<file path="src/rtl/fp8_dot_acc.sv">
// fp8_dot_acc: sums a stream of FP8 (1s/3e/4m, bias 3) products per vector
// in signed fixed point (6 frac bits) and emits one FP8 result per s_last.
// Ports: clk, rst_n (async, active-low)
//   s_valid/s_ready/s_data[7:0]/s_last : product beat stream in
//   m_valid/m_ready/m_data[7:0]/m_cnt  : result out, m_cnt = beats (sat)
//   m_sat (only with FP8_ACC_SAT_FLAG_EN): acc saturated or output clamped
module fp8_dot_acc #(
  parameter int ACC_W = 16,
  parameter int CNT_W = 8
) (
  input  logic             clk,
  input  logic             rst_n,
  input  logic             s_valid,
  output logic             s_ready,
  input  logic [7:0]       s_data,
  input  logic             s_last,
  output logic             m_valid,
  input  logic             m_ready,
  output logic [7:0]       m_data,
  output logic [CNT_W-1:0] m_cnt
`ifdef FP8_ACC_SAT_FLAG_EN
  ,
  output logic             m_sat
`endif
);

  typedef enum logic {
    ACC = 1'b0,
    OUT = 1'b1
  } state_t;

  // Symmetric clamp limits, held one bit wider for the overflow compare.
  localparam logic signed [ACC_W:0] WMAX =
    {2'b00, {(ACC_W-1){1'b1}}};
  localparam logic signed [ACC_W:0] WMIN =
    {2'b11, {(ACC_W-2){1'b0}}, 1'b1};
  localparam logic signed [ACC_W-1:0] SMAX = WMAX[ACC_W-1:0];
  localparam logic signed [ACC_W-1:0] SMIN = WMIN[ACC_W-1:0];
  localparam logic [ACC_W-1:0] CLAMP_MAG = ACC_W'(1984);

  state_t state_q, state_d;

  logic signed [ACC_W-1:0] acc_q;
  logic [CNT_W-1:0]        cnt_q;
  logic                    first_q;

  logic                    accept;
  logic signed [ACC_W-1:0] fx;
  logic signed [ACC_W:0]   wide;
  logic signed [ACC_W-1:0] sum;
  logic [ACC_W-1:0]        sum_abs;
  logic                    sat_now;
  logic [CNT_W-1:0]        cnt_n;
  logic [7:0]              fp8_n;

  // FP8 -> signed fixed point with 6 fraction bits.
  function automatic logic signed [ACC_W-1:0] to_fix(
    input logic [7:0] d
  );
    logic [11:0]             mag;
    logic signed [ACC_W-1:0] ext;
    if (d[6:4] == 3'd0)
      mag = {8'd0, d[3:0]};
    else
      mag = {7'd0, 1'b1, d[3:0]} << (d[6:4] - 3'd1);
    ext = {{(ACC_W-12){1'b0}}, mag};
    return d[7] ? -ext : ext;
  endfunction

  // Magnitude -> FP8, truncating; leading one picks the exponent.
  function automatic logic [7:0] to_fp8(
    input logic             s,
    input logic [ACC_W-1:0] m
  );
    logic [2:0] e;
    logic [3:0] mt;
    e  = 3'd0;
    mt = m[3:0];
    priority case (1'b1)
      m[10]: begin e = 3'd7; mt = m[9:6]; end
      m[9]:  begin e = 3'd6; mt = m[8:5]; end
      m[8]:  begin e = 3'd5; mt = m[7:4]; end
      m[7]:  begin e = 3'd4; mt = m[6:3]; end
      m[6]:  begin e = 3'd3; mt = m[5:2]; end
      m[5]:  begin e = 3'd2; mt = m[4:1]; end
      m[4]:  begin e = 3'd1; mt = m[3:0]; end
      default: begin e = 3'd0; mt = m[3:0]; end
    endcase
    if (m == '0)
      return 8'h00;
    else if (m >= CLAMP_MAG)
      return {s, 7'h7F};
    else
      return {s, e, mt};
  endfunction

  always_ff @(posedge clk or negedge rst_n) begin
    if (!rst_n) state_q <= ACC;
    else        state_q <= state_d;
  end

  always_comb begin
    state_d = state_q;
    unique case (state_q)
      ACC: if (s_valid && s_last) state_d = OUT;
      OUT: if (m_ready)           state_d = ACC;
      default:                    state_d = ACC;
    endcase
  end

  always_comb begin
    s_ready = (state_q == ACC);
    m_valid = (state_q == OUT);
  end

  assign accept = s_valid && s_ready;

  always_comb begin
    fx      = to_fix(s_data);
    wide    = {acc_q[ACC_W-1], acc_q} + {fx[ACC_W-1], fx};
    sum     = wide[ACC_W-1:0];
    sat_now = 1'b0;
    if (first_q) begin
      sum = fx;
    end else if (wide > WMAX) begin
      sum     = SMAX;
      sat_now = 1'b1;
    end else if (wide < WMIN) begin
      sum     = SMIN;
      sat_now = 1'b1;
    end
    sum_abs = sum[ACC_W-1] ? $unsigned(-sum) : $unsigned(sum);
    fp8_n   = to_fp8(sum[ACC_W-1], sum_abs);
    if (first_q)
      cnt_n = CNT_W'(1);
    else if (&cnt_q)
      cnt_n = cnt_q;
    else
      cnt_n = cnt_q + 1'b1;
  end

  always_ff @(posedge clk or negedge rst_n) begin
    if (!rst_n) begin
      acc_q   <= '0;
      cnt_q   <= '0;
      first_q <= 1'b1;
      m_data  <= 8'h00;
      m_cnt   <= '0;
    end else if (accept) begin
      acc_q   <= sum;
      cnt_q   <= cnt_n;
      first_q <= s_last;
      if (s_last) begin
        m_data <= fp8_n;
        m_cnt  <= cnt_n;
      end
    end
  end

`ifdef FP8_ACC_SAT_FLAG_EN
  logic sat_q;
  logic sat_vec;
  logic clamp;

  assign sat_vec = (first_q ? 1'b0 : sat_q) | sat_now;
  assign clamp   = (sum_abs >= CLAMP_MAG);

  always_ff @(posedge clk or negedge rst_n) begin
    if (!rst_n) begin
      sat_q <= 1'b0;
      m_sat <= 1'b0;
    end else if (accept) begin
      sat_q <= sat_vec;
      if (s_last) m_sat <= sat_vec | clamp;
    end
  end
`endif

endmodule
</file>
<file path="config.mk">
export PLATFORM = sky130hd
export DESIGN_NAME = fp8_dot_acc
export DESIGN_NICKNAME = d
export VERILOG_FILES = /design/src/rtl/fp8_dot_acc.sv
export SDC_FILE = /design/constraint.sdc
export NUM_CORES = 1
export LEC_CHECK = 0
export CORE_MARGIN = 2
export CORE_UTILIZATION = 45
export DETAILED_ROUTE_END_ITERATION = 10
export SYNTH_ARGS = -nofsm -noshare
export SYNTH_HDL_FRONTEND = slang
export SYNTH_SLANG_ARGS = --single-unit
</file>
<file path="constraint.sdc">
create_clock -name clk -period 13.8 [get_ports clk]
set_input_delay 2.76 -clock clk [delete_from_list [all_inputs] [get_ports clk]]
set_output_delay 2.76 -clock clk [all_outputs]
set_load 0.02 [all_outputs]
</file>
== Word level (Yosys, flattened, before mapping) ==
Index checks and enable logic that the tools add are counted.
Word-level totals
  register bits after elaboration: 42
  input bits: 13
  output and inout bits: 18
  logic and storage cells: 48
Cells by class
  add/subtract/negate cells: 5
  magnitude comparators: 3
  shift operators: 1
  muxes and demuxes: 26
  bitwise operators: 1
  reduce and logical (&&, ||, !) cells: 6
Operators with widths (number)
  2-to-1 mux 16 bit: 5
  2-to-1 mux 4 bit: 6
  2-to-1 mux 8 bit: 3
  adder 16 x 16 -> 17 bit: 1
  greater-than comparator 17 x 16 -> 1 bit (second input constant): 1
  < comparator 17 x 16 -> 1 bit (second input constant): 1
  >= comparator 16 x 11 -> 1 bit (second input constant): 1
  logical NOT 16 bit: 1
  negator 12 -> 16 bit: 1
  negator 16 bit: 1
  2-to-1 mux 12 bit: 1
  2-to-1 mux 3 bit: 4
  left shift 5 x 3 -> 12 bit: 1
  adder 8 x 1 -> 8 bit (second input constant): 1
  AND reduction 8 bit: 1
  2-to-1 mux 7 bit: 1
  2-to-1 mux 2 bit: 2
  logical NOT 3 bit: 1
  2-to-1 mux 1 bit: 3
  subtractor 3 x 1 -> 3 bit (second input constant): 1
  logical AND 1 bit: 2
  case mux 1 bit (2 select lines): 1
  AND reduction 2 bit: 1
  inverter 1 bit: 1

== Depth between registers and ports, before layout ==
  depth after elaboration: 21
  gate-level depth with buffers: 34
  gate-level depth less buffers: 32

== Worst setup path before layout ==
Ideal clock, no wire load.
  path kind: input-to-reg
  from: in s_data[4]
  to: reg m_data[7]
  library setup time: 0.121 ns
  arrival: 9.076 ns
  required time: 13.679 ns
  setup slack: 4.603 ns
  stages: 34
  buffers on the path: 4
  cell sequence: inv_1 -> ha_1 -> ha_1 -> buf_2 -> buf_2 -> and2_1 -> a22o_1 -> inv_1 -> ha_1 -> o2111ai_1 -> o21ai_0 -> xnor2_1 -> ha_1 -> buf_2 -> nand4_1 -> o211ai_1 -> or2_0 -> or2_1 -> o31a_1 -> buf_1 -> a21oi_1 -> a211oi_1 -> a21oi_1 -> ha_1 -> a21bo_2 -> a211oi_2 -> nand4_1 -> nor3_2 -> a41oi_1 -> a41oi_2 -> nand4_2 -> nor3_4 -> a31oi_4 -> a22o_1
Between the ends
  cells in the longest elaborated chain, start to end: 14
  elaborated cells between the ends (all ways): 16
  classes of those cells: add/sub: 4; order compare: 2; shift: 1; mux: 7; reduce/logical: 2
Ends and longest elaborated chain
  start: declaration: line 15  | input logic [7:0] s_data,
  subtractor 3 x 1 -> 3 bit: line 65  | mag = {7'd0, 1'b1, d[3:0]} << (d[6:4] - 3'd1);
  left shift 5 x 3 -> 12 bit: line 65
  2-to-1 mux 12 bit (*): line 62  | if (d[6:4] == 3'd0)
  negator 12 -> 16 bit: line 67  | return d[7] ? -ext : ext;
  2-to-1 mux 16 bit (*): line 67
  adder 16 x 16 -> 17 bit: line 120  | wide = {acc_q[ACC_W-1], acc_q} + {fx[ACC_W-1], fx};
  < comparator 17 x 16 -> 1 bit: line 128  | end else if (wide < WMIN) begin
  2-to-1 mux 16 bit: line 128
  2-to-1 mux 16 bit: line 125  | end else if (wide > WMAX) begin
  2-to-1 mux 16 bit (*): line 123  | if (first_q) begin
  negator 16 bit: line 132  | sum_abs = sum[ACC_W-1] ? $unsigned(-sum) : $unsigned(sum);
  2-to-1 mux 16 bit: line 132
  logical NOT 16 bit: line 89  | if (m == '0)
  2-to-1 mux 8 bit (*): line 89
  end signal: assignment: line 154  | m_data <= fp8_n;
  end: declaration: line 19  | output logic [7:0] m_data,
Every way passes the cells marked *; elsewhere a longest branch is shown, timed or not.
A chain may end at the register's enable or synchronous reset.

== Worst setup path in the final report ==
  from: in s_data[4]
  to: reg m_data[0]
Between the ends
  cells in the longest elaborated chain, start to end: 20
  elaborated cells between the ends (all ways): 24
  classes of those cells: add/sub: 4; order compare: 3; shift: 1; mux: 14; reduce/logical: 2
Ends and longest elaborated chain (line)
  subtractor 3 x 1 -> 3 bit: 65
  left shift 5 x 3 -> 12 bit: 65
  2-to-1 mux 12 bit (*): 62
  negator 12 -> 16 bit: 67
  2-to-1 mux 16 bit (*): 67
  adder 16 x 16 -> 17 bit: 120
  < comparator 17 x 16 -> 1 bit: 128
  2-to-1 mux 16 bit: 128
  2-to-1 mux 16 bit: 125
  2-to-1 mux 16 bit (*): 123
  negator 16 bit: 132
  2-to-1 mux 16 bit (*): 132
  branches (longest 7 deep; another with >= comparator 16 x 11 -> 1 bit)
  2-to-1 mux 8 bit (*): 89
Every way passes the cells marked *.

==> results by group <==
Drt
  • DR WL/cell: 18.0 um
  • Drt total wl: 14100 um
  • Vias per std cell: 6.32
  • Final ANT Viol Nets: 0
  • # DRC: 0
  • Via count: 4951
  • Starting DRT DRC Count: 389
  • Initial DRT Pass Iterations: 5

Setup path
  • WP data required: 13990 ps
  • Setup CP Type: input pin to register
  • Setup crit start kind: input pin
  • Crit path max fanout: 24
  • FF-to-FF setup slack: between 8000 and 9000 ps
  • Worst path slowest cell: clkdlybuf4s50_1
  • Reg2reg path depth: 19
  • Capturing point of the worst reg2reg path: m_data[0]
  • R2r startpoint: acc_q[1]
  • Most common cell on crit path: ha_1
  • Crit end category: register
  • Critical Path AT: 11850 ps
  • Max stage delay on crit path: 940 ps

Yosys
  • Yosys top cell area share: 20.3%
  • Most common cell in the netlist: nand2_1
  • #FFs+latches synth: between 40 and 50
  • Fraction of registers with async set/reset: 100%
  • EDFF count, synth: 0
  • Top FF cell, synth: dfrtp_1
  • Largest area contributor in the netlist: dfrtp_1
  • Largest cells by area after synthesis: dfrtp_1 20%, nand2_1 6.7%, ha_1 6.2%, o21ai_0 4.5%, a21oi_1 4.3%
  • Synth warn: 0
  • Post-synthesis cell count: 640
  • Mapped Area: 5060 um^2
  • Top cells by count, synth: 90 x nand2_1, 46 x o21ai_0, 44 x a21oi_1, 43 x nor2_1, 41 x dfrtp_1
  • Netlist cell types: 102
  • Avg Cell Area, Syn: 7.91 um^2
  • Sequential share of the synthesized area: 20.8%
  • Synthesized Nets: slightly below 700

Clock network
  • Root Driver: clkbuf_8
  • TritonCTS clock tree: built
  • Postcts setup bufs: 0
  • Clock Latency Late Sink: approximately 300 ps
  • H-tree depth: 2
  • Num CTS Buffers: 5
  • Clock Tree Buf Depth: 2
  • Clock slew at reported path FFs: 90 ps
  • Clk sink count: 42
  • Post-CTS sizing: 0
  • Hold-fix buffers, CTS: 0

Place
  • Buffers added on ports: 30
  • Post-DP HPWL: 10800 um
  • GP Congestion: 0.943

STA
  • Final hold violations: 0
  • Final setup violation count: 0
  • Final Max Tran Viols: 0
  • Minimum clock period: 11660 ps
  • Max Clock Skew: 6.43 ps
  • Worst-Margin Slew: 1150 ps
  • Unrepaired setup endpoints after global routing: false
  • Fmax: roughly 86 MHz
  • Total negative slack: 0 ps
  • Final period utilization: 84.5%
  • Max_slew headroom: 23.4%

Global route
  • Vias in the first global route: 4312
  • GRT Resource Usage Total: between 20% and 30%
  • Largest net degree at the start of global routing: 46
  • Initial antenna violation count: 0
  • Total congestion overflow: 0
  • First-pass GRT wire length: 22400 um

Final layout
  • Area of the multi-input gates: around 3800 um^2
  • Sequential standard cell area: 1050 um^2
  • Layout cells sized above 1: 8.54%
  • Synth-to-Final Area Change: 8.18%
  • Fin nets: 682
  • Antenna fix cells: 0
  • # fillers: between 1000 and 1500

Die
  • Die span in x: roughly 110 um
  • Die height: 110 um
  • Core region area: 10900 um^2
  • Die area: 12100 um^2
  • I/O pins: 31
  • Std-Cell Rows: 38
  • Starting Density: 46.5%

Run
  • Maxcap violations: 0

Min path
  • Start point of the worst hold path: m_cnt[2]
  • Hold depth: 2
  • Hold WC Path Type: register to register
  • WHS Endpoint: m_cnt[2]

Outcome
  • Outcome: finished clean
stage by stage:
step                std cells  utilization (%)  hold slack [ps]  setup WS [ps]  cell area, um^2
floorplan                 640                -              452           4600             5060
global placement          776             49.3              460           2330             5370
detailed placement        776             49.3              470           2050             5370
CTS                       784             50.3              490           2330             5480
global route              784             50.3              521           1550             5480
finish                    784             50.3              486           2140             5480
worst max path at each step:
stage / slack, ps / cells after the start / end / start
after floorplan: 4600 / 34 / m_data[7] / s_data[4]
after global placement: 2330 / 30 / m_data[0] / s_data[4]
after detailed placement: 2050 / 30 / m_data[7] / s_data[4]
after CTS: 2330 / 30 / m_data[7] / s_data[4]
after global routing: 1550 / 30 / m_data[0] / s_data[4]
final: 2140 / 30 / m_data[0] / s_data[4]
state kept, by name (all words and copies together), names as in the netlist:
| signal | count |
|---|---|
| cnt_q | 8 |
| first_q | 1 |
| m_data | 8 |
| m_valid | 1 |
| m_cnt | 8 |
| acc_q | 16 |
cells by family after synthesis:
family / share of synthesized area (%)
DFF: 20.8
adders and majority gates: 6.77
and+or+nand+nor: 23.4
buffers and inverters: 4.97
AOI/OAI and AO/OA: 35.2
xor gates and xnor gates: 6.00
muxes: 2.87
worst max-delay path: cells and delay by family:
kind / cells / cell delay (ps)
AOI/OAI and AO/OA: 12 / 3060
and+or+nand+nor: 9 / 2380
adders and majority gates: 4 / 1490
buffers and inverters: 3 / 1300
xor gates and xnor gates: 2 / 850
final cells by class:
cell class,count,area share (%)
Sequential cell,42,19.2
Multi-Input combinational cell,543,68.6
Inverter,20,1.37
Clock buffer,5,1.26
Tap cell,140,3.20
Timing Repair Buffer,31,5.53
Clock inverter,3,0.799
layer usage:
metal	GRT usage, %	vias up	share of wire (%)
met5	0	-	0
met4	4.43	0	1.4
met3	2.70	14	4.6
met2	36.1	173	44
met1	35.2	2360	50
li1	-	2404	-
layout by cell type, fill, tap and decap left out, types with 10 or more instances in the layout:
master	synthesis	routed
nand2_1	90	90
o21ai_0	46	46
a21oi_1	44	44
nor2_1	43	43
dfrtp_1	41	41
clkdlybuf4s50_1	0	29
ha_1	25	25
inv_1	20	20
a21o_1	14	14
o31ai_1	14	14
xor2_1	13	13
xnor2_1	13	13
and3_1	12	12
a22o_1	12	12
nand3_1	12	12
mux2i_1	10	10
Power is left out: the tool's default activity adds up to more than one toggle a clock period on the data nets, which glitch-free logic cannot reach.
